**config.mk**
```make
export PLATFORM = sky130hd
export DESIGN_NAME = lane_judge
export DESIGN_NICKNAME = d
export VERILOG_FILES = /design/src/rtl/lane_judge.sv
export SDC_FILE = /design/constraint.sdc
export NUM_CORES = 1
export LEC_CHECK = 0
export BUFFER_PORTS_ARGS = -buffer_cell sky130_fd_sc_hd__buf_2
export CAP_MARGIN = 10
export CORE_ASPECT_RATIO = 2
export CORE_MARGIN = 4
export CORE_UTILIZATION = 58
export DETAILED_ROUTE_END_ITERATION = 10
export PLACE_DENSITY = 0.88
export SYNTH_ARGS = -nofsm -noshare
export SYNTH_HDL_FRONTEND = slang
export SYNTH_SLANG_ARGS = --single-unit
```
**constraint.sdc**
```tcl
create_clock -name Clk -period 15.25 [get_ports Clk]
set_input_delay 0.7625 -clock Clk [delete_from_list [all_inputs] [get_ports Clk]]
set_output_delay 0.7625 -clock Clk [all_outputs]
set_load 0.05 [all_outputs]
```
**src/rtl/lane_judge.sv**
```systemverilog
`timescale 1ns/1ps
// lane_judge -- per-lane note scheduler and hit judge.
//
// Walks one lane's chart ROM, counts song time in frames, and judges key
// presses against the head note. It emits one PERFECT/GOOD/MISS result per
// note and keeps the lane's combo count.
//
// Ports
//   Clk, Reset_n      clock, async active-low reset
//   frame_tick        60 Hz single-cycle strobe, advances song_time
//   start             starts/restarts the chart (honoured in IDLE/DONE only)
//   key_in            lane key level, synchronous to Clk
//   key_1, key_2      combinational ROM data at addr / addr+1
//   addr              ROM address of the head note
//   song_time         frames since start
//   judge_valid       one-cycle pulse per judgement
//   judge_code        01 PERFECT, 10 GOOD, 11 MISS (held between pulses)
//   combo             consecutive hit count, saturating at 1023
//   hold_active       high while a hold note is held
//   done              high once the chart has finished
module lane_judge #(
    parameter int PERFECT_WIN = 3,
    parameter int GOOD_WIN    = 6
) (
    input  logic        Clk,
    input  logic        Reset_n,
    input  logic        frame_tick,
    input  logic        start,
    input  logic        key_in,
    input  logic [15:0] key_1,
    input  logic [15:0] key_2,
    output logic [7:0]  addr,
    output logic [13:0] song_time,
    output logic        judge_valid,
    output logic [1:0]  judge_code,
    output logic [9:0]  combo,
    output logic        hold_active,
    output logic        done
);

    typedef enum logic [1:0] {S_IDLE, S_PLAY, S_HOLD, S_DONE} state_t;

    localparam logic [1:0] J_PERFECT = 2'b01;
    localparam logic [1:0] J_GOOD    = 2'b10;
    localparam logic [1:0] J_MISS    = 2'b11;

    localparam logic [1:0] T_HSTART  = 2'b01;
    localparam logic [1:0] T_HEND    = 2'b10;

    localparam logic        [14:0] PW_U  = 15'(PERFECT_WIN);
    localparam logic        [14:0] GW_U  = 15'(GOOD_WIN);
    localparam logic signed [14:0] GW_S  = 15'(GOOD_WIN);
    localparam logic signed [14:0] NGW_S = -GW_S;

    state_t state;
    logic   key_q;

    // The partner hold-end always sits at addr+1, so skipping it needs only
    // the address, not the entry contents.
    logic unused_key_2;
    assign unused_key_2 = ^key_2;

    // Head note decode and timing delta
    logic        [1:0]  head_type;
    logic        [13:0] head_t;
    logic signed [14:0] delta;
    logic        [14:0] abs_d;
    logic               is_late, in_good, in_perf, press;
    logic        [1:0]  win_code;

    assign head_type = key_1[15:14];
    assign head_t    = key_1[13:0];
    assign delta     = $signed({1'b0, song_time}) - $signed({1'b0, head_t});
    assign abs_d     = delta[14] ? $unsigned(-delta) : $unsigned(delta);
    assign is_late   = delta > GW_S;
    assign in_good   = abs_d <= GW_U;
    assign in_perf   = abs_d <= PW_U;
    assign press     = key_in & ~key_q;
    assign win_code  = in_perf ? J_PERFECT : J_GOOD;

    // Per-cycle decision: at most one judgement and one advance.
    logic       do_judge, go_hold, go_done;
    logic [1:0] jcode, step;
    logic [8:0] addr_sum;

    always_comb begin
        do_judge = 1'b0;
        jcode    = J_MISS;
        step     = 2'd0;
        go_hold  = 1'b0;
        go_done  = 1'b0;
        case (state)
            S_PLAY: begin
                if (key_1 == 16'h0000) begin
                    go_done = 1'b1;
                end else if (head_type == T_HEND) begin
                    step = 2'd1;                        // orphan hold-end
                end else if (is_late) begin
                    // Late miss beats a coincident press; the press is lost.
                    do_judge = 1'b1;
                    jcode    = J_MISS;
                    step     = (head_type == T_HSTART) ? 2'd2 : 2'd1;
                end else if (press && in_good) begin
                    do_judge = 1'b1;
                    jcode    = win_code;
                    step     = 2'd1;
                    go_hold  = (head_type == T_HSTART);
                end
            end
            S_HOLD: begin
                if (key_1 == 16'h0000) begin
                    go_done = 1'b1;
                end else if (!delta[14]) begin
                    // Reached the hold-end time: PERFECT whether held or
                    // released this very cycle.
                    do_judge = 1'b1;
                    jcode    = J_PERFECT;
                    step     = 2'd1;
                end else if (!key_in) begin
                    do_judge = 1'b1;
                    jcode    = (delta < NGW_S) ? J_MISS : win_code;
                    step     = 2'd1;
                end
            end
            default: ;
        endcase
    end

    assign addr_sum = {1'b0, addr} + {7'd0, step};

    always_ff @(posedge Clk or negedge Reset_n) begin
        if (!Reset_n) begin
            state       <= S_IDLE;
            key_q       <= 1'b0;
            addr        <= 8'd0;
            song_time   <= 14'd0;
            combo       <= 10'd0;
            judge_valid <= 1'b0;
            judge_code  <= 2'b00;
        end else begin
            key_q       <= key_in;
            judge_valid <= 1'b0;
            case (state)
                S_IDLE, S_DONE: begin
                    if (start) begin
                        state     <= S_PLAY;
                        addr      <= 8'd0;
                        song_time <= 14'd0;
                        combo     <= 10'd0;
                    end
                end
                default: begin
                    // d above used the pre-increment song_time.
                    if (frame_tick)
                        song_time <= song_time + 14'd1;
                    if (do_judge) begin
                        judge_valid <= 1'b1;
                        judge_code  <= jcode;
                        if (jcode == J_MISS)
                            combo <= 10'd0;
                        else if (!(&combo))
                            combo <= combo + 10'd1;
                    end
                    if (go_done) begin
                        state <= S_DONE;
                    end else if (step != 2'd0) begin
                        if (addr_sum[8]) begin
                            addr  <= 8'hFF;
                            state <= S_DONE;
                        end else begin
                            addr  <= addr_sum[7:0];
                            state <= go_hold ? S_HOLD : S_PLAY;
                        end
                    end
                end
            endcase
        end
    end

    assign hold_active = (state == S_HOLD);
    assign done        = (state == S_DONE);

endmodule

```
# Word-level counts from Yosys, hierarchy flattened
# Cells that the tools add are included.
[word_totals]
regBits = 38
input_bits = 37
output_inout_bits = 37
word_cells = 100
[classes]
n_addsub = 5
n_lt_le_gt_ge = 4
eq_ne = 9
mux = 56
bitwise_logic = 3
reduce_logical = 16
[ops]
columns = ["cell", "count"]
rows = [
  ["$mux 10", 5],
  ["$mux 14", 3],
  ["$mux 8", 5],
  ["$mux 2", 19],
  ["$mux 1", 20],
  ["$logic_not 16->1", 1],
  ["$gt 15x4->1 const B", 1],
  ["$le 15x2->1 const B", 1],
  ["$le 15x3->1 const B", 1],
  ["$lt 15x4->1 const B", 1],
  ["$mux 15", 1],
  ["$neg 15->15", 1],
  ["$sub 14x14->15", 1],
  ["$add 14x1->14 const B", 1],
  ["$add 10x1->10 const B", 1],
  ["$reduce_and 10->1", 1],
  ["$add 8x2->9", 1],
  ["$eq 2x2->1 const B", 4],
  ["$pmux 2 s2", 2],
  ["$reduce_bool 2->1", 4],
  ["$reduce_and 2->1", 3],
  ["$reduce_and 3->1", 2],
  ["$eq 2x1->1 const B", 2],
  ["$reduce_or 2->1", 2],
  ["9 further kinds", 10],
]

# Longest topological paths before layout
[depth]
ltp_word = 15
depth_mapped = 26
depth_no_buf = 24

# Least setup slack after synthesis
# No wires, ideal clock.
[synth_timing]
path_type = "reg2reg"
startpoint = "reg song_time[0]"
endpoint = "reg state[0]"
setup_ns = 0.077
arrival_time_ns = 5.162
required_ns = 15.173
slack_ns = 10.011
stages_incl_launch_ff = 24
n_path_buf = 1
synth_period_minus_slack_ns = 5.239
cell_sequence = "dfrtp_1 inv_1 ha_1 fa_1 ha_1 nand3_1 mux2_2 or3b_1 a211o_1 a32oi_1 o2111a_2 a41oi_1 o21ai_0 and2_1 ha_1 inv_1 fa_1 inv_1 and3_1 clkbuf_1 nand3_1 and2_1 and3_1 a21oi_1"
[synth_via]
elab_chain_len = 15
elab_cells_between_ends = 27
cone_classes = "add/sub (3); order compare (2); mux (18); reduce/logical (4)"
[synth_lines]
columns = ["element", "line_no", "source"]
rows = [
  ["from (decl)", "33", "output logic [13:0] song_time,"],
  ["from (signal assigned)", "155", "song_time <= song_time + 14'd1;"],
  ["$sub 14x14->15 *", "73", "assign delta = $signed({1'b0, song_time}) - $signed({1'b0, head_t});"],
  ["$neg 15->15", "74", "assign abs_d = delta[14] ? $unsigned(-delta) : $unsigned(delta);"],
  ["$mux 15", "74", ""],
  ["$le 15x3->1", "76", "assign in_good = abs_d <= GW_U;"],
  ["$logic_and 1x1->1", "103", "end else if (press && in_good) begin"],
  ["$mux 1", "103", ""],
  ["$mux 2 / $mux 1 (equally long branches)", "98", "end else if (is_late) begin"],
  ["$mux 2 / $mux 1 (equally long branches)", "96", "end else if (head_type == T_HEND) begin"],
  ["$mux 2 / $mux 1 (equally long branches)", "94", "if (key_1 == 16'h0000) begin"],
  ["$pmux 2 s2 / $mux 1 (equally long branches)", "92", "case (state)"],
  ["$add 8x2->9 / $mux 2 (equally long branches)", "129, 172", ""],
  ["$mux 2", "167", "if (addr_sum[8]) begin"],
  ["$mux 2", "166", "end else if (step != 2'd0) begin"],
  ["$mux 2", "164", "if (go_done) begin"],
  ["$mux 2", "143", "case (state)"],
  ["to (signal assigned)", "172", "state <= go_hold ? S_HOLD : S_PLAY;"],
  ["to (decl)", "55", "state_t state;"],
]
# Every way passes the cells marked *; elsewhere a longest branch is shown, timed or not. The select of a mux whose other input is x is not followed.
# A chain may end at the register's enable or synchronous reset.

# Worst setup path in the final report
[layout_timing]
startpoint = "in key_1[0]"
endpoint = "reg state[0]"
[layout_via]
elab_chain_len = 15
elab_cells_between_ends = 30
cone_classes = "add/sub (3); order compare (2); mux (20); reduce/logical (5)"
[layout_lines]
columns = ["element", "line_no", "source"]
rows = [
  ["from (decl)", "30", "input logic [15:0] key_1,"],
  ["$sub 14x14->15", "73", ""],
  ["$neg 15->15", "74", ""],
  ["$mux 15", "74", ""],
  ["$le 15x3->1", "76", ""],
  ["$logic_and 1x1->1", "103", ""],
  ["$mux 1", "103", ""],
  ["$mux 2 / $mux 1 (equally long branches)", "98", ""],
  ["$mux 2 / $mux 1 (equally long branches)", "96", ""],
  ["$mux 2 / $mux 1 (equally long branches)", "94", ""],
  ["$pmux 2 s2 / $mux 1 (equally long branches)", "92", ""],
  ["$add 8x2->9 / $mux 2 (equally long branches)", "129, 172", ""],
  ["$mux 2", "167", ""],
  ["$mux 2", "166", ""],
  ["$mux 2", "164", ""],
  ["$mux 2", "143", ""],
]
# Several ways; a longest one is shown, not always the timed one. The select of a mux whose other input is x is not followed.

==> metrics <==
CP bufs+invs 3; Max Clock Freq 0.175 GHz; Worst Clk Skew 0.00886 ns; Max transition margin 33.1%; GR Util All Layers 27.6%; dpl hpwl 8.32 mm; DR pass1 iterations 5; layout overhead on the synthesized area 12.1%; Period Utilization, post-route 37.4%; port buffer count 57; hold-fix buffers at CTS 0; register area 951 um2; postcts setup bufs 0; TritonCTS buffer count 5; number of fill cells 541; Yosys cell types 75; syn_area_per_cell 8.04 um2; footprint of the multi-input gates 2610 um2; Worst Hold Class register to register; share of cells above drive strength 1 16.8%; Static Leakage 0.00209 uW; Mapped Cells 470; slowest cell on the critical path fa_1; vias in the first global route 3998; Longest Clk Path Bufs 2; Clock Latency Late Sink 0.29 ns; Chip Width 65.1 um; pin count of the biggest net entering global routing 39; CTS Root Cell clkbuf_16; NumNets Final 580; vias 3938; Setup crit end kind register; Post-CTS Resized 0; DRC 0; Setup CP Type primary input to register; Syn. warnings 0; Core ar. 6310 um2; post-synth top area share 25.2%; final RePlAce weighted congestion 0.961; post-synthesis sequential area ratio 25.2%; minimum clock period 5.70 ns; Max Slew Vio Count 0; WP data arrival 5.91 ns; grt ovf 0; CP Launch Type primary input; Final ANT Viol Nets 0; largest cells by area after synthesis dfrtp_1 (25%), ha_1 (7.6%), a21oi_1 (4.5%); status finished, final reports clean; initial core utilization 59.9%; Die ar. 7950 um2; # setup viols final 0; Routed WL 10.7 mm; clock slew at reported path FFs 0.06 ns; EDFF count, synth 0; Starting DRT DRC Count 299; crit path cell chain buf_2 -> ha_1 -> fa_1 -> nand2b_1 -> a21oi_1 -> o311ai_0 -> o2bb2ai_1 -> or3_1 -> o21ai_1 -> nand3_1 -> a31oi_1 -> a41oi_1 -> o21ai_0 -> and2_1 -> ha_1 -> inv_1 -> fa_1 -> inv_1 -> and3_1 -> nand3_1 -> and2_1 -> and3_1 -> a21oi_1; flops & latches, synth 38; PwrDens 133 nW/um2; Critical Path Fanout Max 7; worst-margin pin slew 0.995 ns; cell area after synthesis 3780 um2; CP delay by family, top simple AND/OR/NAND/NOR gates; antenna cells 0; Net Count, Synth 532; via density per instance 6.51; CTS Sinks 38; Die Y 122 um; final hold viol count 0; RSZ-0062 raised after global routing false; Max-Cap Viols 0; commonest non-fill, non-tap cell in the layout buf_2; Top FF cell, synth dfrtp_1; H-Tree Depth 2; initial antenna violation count 0; num rows 41; Req. time, crit path 15.46 ns; Peak VDD IR 0.000126 V; biggest area consumer among synthesized cells dfrtp_1; ys async rst share 100%; first-pass GRT wire length 17.4 mm; most frequent cells in the layout buf_2 (57), nand2_1 (41), dfrtp_1 (38), a21oi_1 (34), inv_1 (33); TritonCTS clock tree yes; Final Util 67.1%; Routed wire per std cell 17.7 um; IO Count 74; Final TNS setup 0 ns; CP max stage delay 0.50 ns
[synth_stat cells, types with 10 or more instances]
library cell,instances
nand2_1,41
dfrtp_1,38
a21oi_1,34
inv_1,33
nor2_1,30
ha_1,23
nand3_1,22
o21ai_0,16
xor2_1,15
and3_1,12
nor4_1,12
and2_1,11
nor3_1,10
[worst min-delay path: stages (launching register included)]
cell	delay, ns
dfrtp_1	0.34
nand2_1	0.05
o21ai_0	0.07
[final cells by class]
cell class                      count  share of cell area, %
Clock buffer                        6                   3.28
Clock inverter                      2                  0.295
Inverter                           34                   3.04
Multi-Input combinational cell    382                   61.7
Sequential cell                    38                   22.4
Tap cell                           86                   2.54
Timing Repair Buffer               57                   6.73
[per-stage QoR]
stage                     total power [uW]  setup WS (ns)  instance area (um2)  hold WS, ns  std cells
after floorplan                        378          10.01                 3780        0.467        470
after global placement                 439           9.49                 4090        0.482        597
after detailed placement               450           9.35                 4090        0.479        597
after CTS                              558           9.60                 4240        0.501        605
after global routing                   596           9.18                 4240        0.524        605
final                                  564           9.55                 4240        0.506        605
[layer usage]
metal  share of wire [%]  track usage, %  vias to the layer above
li1                    -               -                     1859
met1                  36            26.8                     1883
met2                  55            52.3                      151
met3                 4.2            3.69                       45
met4                 4.9            17.7                        0
met5                   0               0                        -
[sequential cells by signal, summed over array words and instances (netlist names)]
| signal | flops |
|---|---|
| addr | 8 |
| combo | 10 |
| judge_code | 2 |
| judge_valid | 1 |
| key_q | 1 |
| song_time | 14 |
| state | 2 |
[where the power goes]
part / internal (uW) / total, uW / switching (uW) / leakage [uW]
Combinational: 109 / 322 / 213 / 0.00152
Clock: 64.7 / 107 / 42.4 / 0.0000729
Sequential: 115 / 135 / 20.4 / 0.000500
[worst paths after layout]
| kind | startpoint | endpoint | slack (ns) | depth (start not counted) |
|---|---|---|---|---|
| setup / recovery | key_1[0] | state[0] | 9.55 | 23 |
| hold / removal | judge_code[1] | judge_code[1] | 0.51 | 2 |
| setup reg to reg | song_time[0] | state[0] | 9.60 | 23 |
| hold reg to reg | judge_code[1] | judge_code[1] | 0.51 | 2 |
| max in group asynchronous | Reset_n | key_q | 14.15 | 1 |
| min in group asynchronous | Reset_n | song_time[13] | 0.57 | 1 |
[cell families after synthesis]
logic type / share of synthesized area [%]
compound gates: 26.0
xor+xnor: 5.07
fa+ha+maj: 8.68
buf+inv: 5.70
flops: 25.2
mux: 0.861
simple gates: 28.5
Power figures use the tool's default switching activity.
